<file path="config.mk">
export PLATFORM = sky130hd
export DESIGN_NAME = bcd_conv_sched
export DESIGN_NICKNAME = d
export VERILOG_FILES = /design/src/rtl/bcd_conv_sched.sv
export SDC_FILE = /design/constraint.sdc
export NUM_CORES = 1
export LEC_CHECK = 0
export ABC_AREA = 1
export ABC_CLOCK_PERIOD_IN_PS = 3700
export CORE_UTILIZATION = 58
export DETAILED_ROUTE_END_ITERATION = 10
export PLACE_DENSITY = 0.85
export SLEW_MARGIN = 10
export SYNTH_ARGS = -nofsm -noshare
export SYNTH_HDL_FRONTEND = slang
export SYNTH_SLANG_ARGS = --single-unit
</file>
<file path="constraint.sdc">
create_clock -name clk -period 3.7 [get_ports clk]
set_input_delay 0.925 -clock clk [delete_from_list [all_inputs] [get_ports clk]]
set_output_delay 0.925 -clock clk [all_outputs]
set_load 0.005 [all_outputs]
</file>
<file path="src/rtl/bcd_conv_sched.sv">
// Shared double-dabble binary-to-BCD converter serving two requesters
// through a round-robin scheduler; one result bit is consumed per clock.
module bcd_conv_sched #(
  parameter int unsigned BIN_W  = 17,
  parameter int unsigned DIGITS = 6
) (
  input  logic                  clk,
  input  logic                  reset,
  input  logic                  req0,
  input  logic [BIN_W-1:0]      bin0,
  input  logic                  req1,
  input  logic [BIN_W-1:0]      bin1,
  output logic                  ack0,
  output logic                  ack1,
  output logic                  busy,
  output logic                  done,
  output logic                  done_id,
  output logic [4*DIGITS-1:0]   bcd
);

  localparam int unsigned BCD_W = 4 * DIGITS;
  localparam int unsigned CNT_W = $clog2(BIN_W + 1);

  typedef enum logic [1:0] {
    S_IDLE = 2'd0,
    S_CONV = 2'd1,
    S_DONE = 2'd2
  } state_e;

  state_e             state_q, state_d;
  logic [BIN_W-1:0]   sr_q, sr_d;
  logic [BCD_W-1:0]   acc_q, acc_d;
  logic [CNT_W-1:0]   cnt_q, cnt_d;
  logic               rr_q, rr_d;
  logic               id_q, id_d;
  logic               ack0_q, ack0_d;
  logic               ack1_q, ack1_d;
  logic               busy_q, busy_d;
  logic               done_q, done_d;
  logic               done_id_q, done_id_d;
  logic [BCD_W-1:0]   bcd_q, bcd_d;

  logic [BCD_W-1:0]   acc_adj;
  logic [BCD_W-1:0]   acc_shift;
  logic               grant1;

  // Add-3 correction on every digit that would overflow past 9 when doubled
  always_comb begin
    acc_adj = acc_q;
    for (int unsigned i = 0; i < DIGITS; i++) begin
      if (acc_q[4*i +: 4] >= 4'd5) begin
        acc_adj[4*i +: 4] = acc_q[4*i +: 4] + 4'd3;
      end
    end
    acc_shift = {acc_adj[BCD_W-2:0], sr_q[BIN_W-1]};
  end

  always_comb begin
    state_d   = state_q;
    sr_d      = sr_q;
    acc_d     = acc_q;
    cnt_d     = cnt_q;
    rr_d      = rr_q;
    id_d      = id_q;
    ack0_d    = 1'b0;
    ack1_d    = 1'b0;
    busy_d    = busy_q;
    done_d    = 1'b0;
    done_id_d = done_id_q;
    bcd_d     = bcd_q;
    // rr_q names the requester preferred when both are pending
    grant1    = req1 && (!req0 || rr_q);

    unique case (state_q)
      S_IDLE: begin
        if (req0 || req1) begin
          id_d    = grant1;
          sr_d    = grant1 ? bin1 : bin0;
          acc_d   = '0;
          cnt_d   = '0;
          ack0_d  = !grant1;
          ack1_d  = grant1;
          busy_d  = 1'b1;
          rr_d    = !grant1;
          state_d = S_CONV;
        end
      end
      S_CONV: begin
        acc_d = acc_shift;
        sr_d  = {sr_q[BIN_W-2:0], 1'b0};
        cnt_d = cnt_q + CNT_W'(1);
        if (cnt_q == CNT_W'(BIN_W - 1)) begin
          bcd_d     = acc_shift;
          done_id_d = id_q;
          done_d    = 1'b1;
          state_d   = S_DONE;
        end
      end
      S_DONE: begin
        busy_d  = 1'b0;
        state_d = S_IDLE;
      end
      default: begin
        busy_d  = 1'b0;
        state_d = S_IDLE;
      end
    endcase
  end

  always_ff @(posedge clk or negedge reset) begin
    if (!reset) begin
      state_q   <= S_IDLE;
      sr_q      <= '0;
      acc_q     <= '0;
      cnt_q     <= '0;
      rr_q      <= 1'b0;
      id_q      <= 1'b0;
      ack0_q    <= 1'b0;
      ack1_q    <= 1'b0;
      busy_q    <= 1'b0;
      done_q    <= 1'b0;
      done_id_q <= 1'b0;
      bcd_q     <= '0;
    end else begin
      state_q   <= state_d;
      sr_q      <= sr_d;
      acc_q     <= acc_d;
      cnt_q     <= cnt_d;
      rr_q      <= rr_d;
      id_q      <= id_d;
      ack0_q    <= ack0_d;
      ack1_q    <= ack1_d;
      busy_q    <= busy_d;
      done_q    <= done_d;
      done_id_q <= done_id_d;
      bcd_q     <= bcd_d;
    end
  end

  assign ack0    = ack0_q;
  assign ack1    = ack1_q;
  assign busy    = busy_q;
  assign done    = done_q;
  assign done_id = done_id_q;
  assign bcd     = bcd_q;

endmodule

</file>
Word-level counts from Yosys, hierarchy flattened --
Cells that the tools add are included.
Storage, ports and cells: bits in registers 79, output and inout bits 29, ROM bits 0, bits in writable memories 0, latch bits 0, bits of input ports 38, word-level logic and storage cells 66, memories kept 0
Operators by class: order comparisons 6, muxes and demuxes 24, equal/unequal tests 4, multipliers 0, shifts and indexed selects 0, reductions and logical operators 12, add/sub/neg operators 7, bitwise logic cells 1, divide/modulo/power cells 0
Operators with widths (count):
- $pmux 24 s2 | 1
- $mux 17 | 2
- $pmux 17 s2 | 1
- $ge 4x3->1 const B | 6
- $mux 24 | 1
- $add 4x2->4 const B | 5
- $mux 4 | 5
- $pmux 5 s2 | 1
- $reduce_and 2->1 | 5
- $mux 1 | 7
- $add 5x1->5 const B | 1
- $eq 5x5->1 const B | 1
- $mux 5 | 1
- $mux 2 | 2
- $ne 2x2->1 const B | 2
- $pmux 2 s2 | 1
- $add 3x2->3 const B | 1
- $mux 3 | 1
- $eq 2x1->1 const B | 1
- $logic_not 1->1 | 2
- $logic_not 2->1 | 1
- $logic_or 1x1->1 | 2
- $pmux 1 s2 | 1
- $reduce_bool 2->1 | 1
- 2 further kinds | 2

Depth between registers and ports, before layout --
word-level depth 6, mapped depth 10

Worst setup path after synthesis --
OpenSTA, ideal clock, no wires.
path type input-to-reg, start input port req1, end register sr_q[16], path buffers 2, data arrival time 1643 ps, library setup time 68 ps, stages on the path 7, data required time 3632 ps, path slack 1989 ps, path through buf_6 > o21ai_4 > nand2_2 > inv_2 > buf_6 > nand2_1 > nand3_1
On the way: word-level cells in the longest chain between the ends 4
RTL lines:
- from (decl) | RTL line 11 | input logic req1,
- $logic_and 1x1->1 | RTL line 72 | grant1 = req1 && (!req0 || rr_q);
- $mux 17 | RTL line 78 | sr_d = grant1 ? bin1 : bin0;
- $mux 17 | RTL line 76 | if (req0 || req1) begin
- $pmux 17 s2 | RTL line 74 | unique case (state_q)
- to (signal assigned) | RTL line 126 | sr_q <= sr_d;
- to (decl) | RTL line 31 | logic [BIN_W-1:0] sr_q, sr_d;
Several ways; a longest one is shown, not always the timed one. The select of a mux whose other input is x is not followed. A chain may end at the register's enable or synchronous reset.

Final worst setup path --
start input port req0, end register sr_q[12]
On the way: word-level cells in the longest chain between the ends 6
RTL lines:
- from (decl) | RTL line 9 | input logic req0,
- $logic_not 1->1 | RTL line 72
- $logic_or 1x1->1 | RTL line 72
- $logic_and 1x1->1 | RTL line 72
- $mux 17 | RTL line 78
- $mux 17 | RTL line 76
- $pmux 17 s2 | RTL line 74
Several ways; a longest one is shown, not always the timed one. The select of a mux whose other input is x is not followed.

==> results.sh <==
export IMPL_final_hold_violation_count=0
export IMPL_grt_max_degree=80
export IMPL_crit_path_end_kind="register"
export IMPL_grt_util_all_layers=0.261
export IMPL_worst_slack_ns=1.27
export IMPL_path_max_fanout=21
export IMPL_rr_endpoint="sr_q[15]"
export IMPL_cts_setup_buffers=0
export IMPL_drv_cap=0
export IMPL_critical_path_arrival_ns=2.65
export IMPL_drt_wirelength_per_cell_um=12.9
export IMPL_net_total_in_the_final_layout=660
export IMPL_postSynthRegisterBits=79
export IMPL_synthesis_nets=601
export IMPL_synth_cell_types=21
export IMPL_startpoint_type="input port"
export IMPL_mappedNetlistArea_sq_um=4210
export IMPL_finish_utilization=0.735
export IMPL_postRouteAntennaNets=0
export IMPL_clk_pin_slew_ns=0.08
export IMPL_fmax_mhz=412
export IMPL_regToRegStartpoint="state_q[1]"
export IMPL_timing_slew_headroom=0.348
export IMPL_placementRows=30
export IMPL_timing_clock_skew_ns=0.00900
export IMPL_clk_insertion_delay_late_ns=0.34
export IMPL_class_of_the_most_critical_setup_path="input port to register"
export IMPL_hold_buffers=0
export IMPL_hold_path_cell_count=2
export IMPL_cts_tree="built"
export IMPL_detail_route_drc_violations=0
export IMPL_hp_start="bcd[23]"
export IMPL_global_route_overflow_total=0
export IMPL_synth_yosys_warnings=0
export IMPL_synth_yosys_seq_area_share=0.469
export IMPL_h_tree_lvl_count=3
export IMPL_layout_filler_cells=525
export IMPL_layout_area_overhead_vs_synth_pct=20.6
export IMPL_syn_avg_cell_area_sq_um=7.67
export IMPL_ys_top_cells_by_area="dfrtp_1 (47%), nand2_1 (19%), nand3_1 (12%), inv_1 (6.5%), ha_1 (4.2%)"
export IMPL_die_height_um=87.2
export IMPL_final_min_clock_period_ns=2.43
export IMPL_multiInputGateArea_sq_um=1800
export IMPL_crit_required_ns=3.92
export IMPL_diodes=0
export IMPL_io_pins=67
export IMPL_vias=3804
export IMPL_die_area_sq_um=7610
export IMPL_dp_final_hpwl_um=6190
export IMPL_synth_top_area_cell="dfrtp_1"
export IMPL_synthCells=549
export IMPL_grt_antenna_before_repair=0
export IMPL_drt_iter0_markers=243
export IMPL_synth_top_cell_area_share=0.469
export IMPL_reg2regPathDepth=7
export IMPL_wl_um=9120
export IMPL_clockBufferDepth=2
export IMPL_share_of_post_route_cells_with_drive_strength_above_1=0.0489
export IMPL_tritoncts_num_sinks=79
export IMPL_final_cell_count_no_fill=709
export IMPL_static_leakage_power_uw=0.00270
export IMPL_unrepaired_setup_endpoints_after_global_routing="false"
export IMPL_fp_coreArea_sq_um=6910
export IMPL_final_hold_worst_slack_ns=0.475
export IMPL_min_delay_worst_endpoint="bcd[23]"
export IMPL_grt_pass1_wl_um=15600
export IMPL_first_global_vias=3632
export IMPL_layout_worst_path_cycle_share=0.656
export IMPL_footprint_of_the_flip_flops_and_latches_sq_um=1980
export IMPL_port_buffers=66
export IMPL_reg_to_reg_slack_setup_ns=1.64
export IMPL_placed_cells=693
export IMPL_globalplace_congestion=0.861
export IMPL_min_path_type="register to register"
export IMPL_finalMaxSlewViolations=0
export IMPL_setup_tns_ns=0
export IMPL_power_density_cell_area_nw_per_um2=849
export IMPL_cts_root_buf="clkbuf_8"
export IMPL_initial_utilization=0.610
export IMPL_pre_cts_worst_setup_slack_ns=0.947
export IMPL_viasPerCell=5.37
export IMPL_die_width_um=87.2
export IMPL_setup_violations=0
export IMPL_worst_slew_pin_slew_ns=0.978
export IMPL_total_cts_buffers=9
export IMPL_detailedRoute_firstPassIterationCount=4
export IMPL_worst_ir_drop_vdd_mv=0.484
export IMPL_outcome="complete, no violations"
export IMPL_post_cts_resized_instances=0
==> area by class of cell <==
type	instances	area share
flip-flops and latches	79	0.389
multi-input cells	374	0.354
repair buffers	68	0.133
inverters	76	0.0567
clock buffers	13	0.0313
well taps	96	0.0237
clock inverters	3	0.0128
==> metrics by stage <==
step / power (uW) / instance area [sq um]
finish: 4310 / 5080
global route: 4680 / 5080
global placement: 3440 / 4850
floorplan: 2960 / 4210
CTS: 4300 / 5080
detailed placement: 3570 / 4850
==> registers in the layout, indices dropped and copies added, names as in the netlist <==
signal and cells:
ack0 1, sr_q 17, busy 1, rr_q 1
ack1 1, state_q 2, done 1, cnt_q 5
done_id 1, bcd 24, acc_q 24, id_q 1
==> per-layer routing <==
metal	vias to the layer above	wire length [um]	share of wire	global-route usage
met5	-	0	0	0
met2	142	4470	0.49	0.449
li1	1843	-	-	-
met1	1795	4040	0.44	0.330
met3	24	438	0.048	0.0370
met4	0	174	0.019	0.115
==> Yosys cell counts, drive strengths merged <==
cell    instances
ha             14
buf            19
nand2         211
a21boi          6
o21ai          21
clkbuf          1
nand3          98
or2             1
dfrtp          79
inv            76
nand4          14
nor2            9
==> how the worst max path moves through the flow <==
stage / from / to / cells past startpoint
3_3_place_gp: req0 / sr_q[16] / 6
4_1_cts: req0 / sr_q[12] / 6
6_report: req0 / sr_q[12] / 6
2_1_floorplan: req1 / sr_q[16] / 7
5_1_grt: req0 / sr_q[15] / 6
3_5_place_dp: req0 / sr_q[7] / 6
==> kinds of logic after synthesis <==
| group | count (synthesis) | share of synthesized area |
|---|---|---|
| compound gates | 27 | 0.0383 |
| fa+ha+maj | 14 | 0.0416 |
| buf+inv | 96 | 0.106 |
| flops | 79 | 0.469 |
| simple gates | 333 | 0.345 |
==> power breakdown <==
group | internal [uW] | leakage, uW | switching [uW]
clock network | 417 | 0.000114 | 299
logic | 808 | 0.00161 | 1210
registers | 1270 | 0.000977 | 309
==> layout by cell type (no fill, tap or decap) <==
master,n
bufinv_16,2
inv_1,73
o21ai_0,20
inv_2,2
nand3_1,98
clkbuf_1,2
o21ai_4,1
clkinv_2,1
nor2_2,1
or2_2,1
inv_4,1
dfrtp_1,79
nor2_1,4
nand2_2,3
ha_1,14
nor2_8,1
buf_4,3
a21boi_0,6
nor2_4,3
clkbuf_8,11
clkdlybuf4s50_1,65
nand4_1,14
nand2_1,208
==> worst max-delay path, stage by stage <==
cell	delay, ns
clkdlybuf4s50_1	0.55
nand2_2	0.25
nand2_1	0.57
nand2_1	0.16
nand3_1	0.11
nand3_1	0.08
Note: power is estimated with default switching activity, not from simulation.
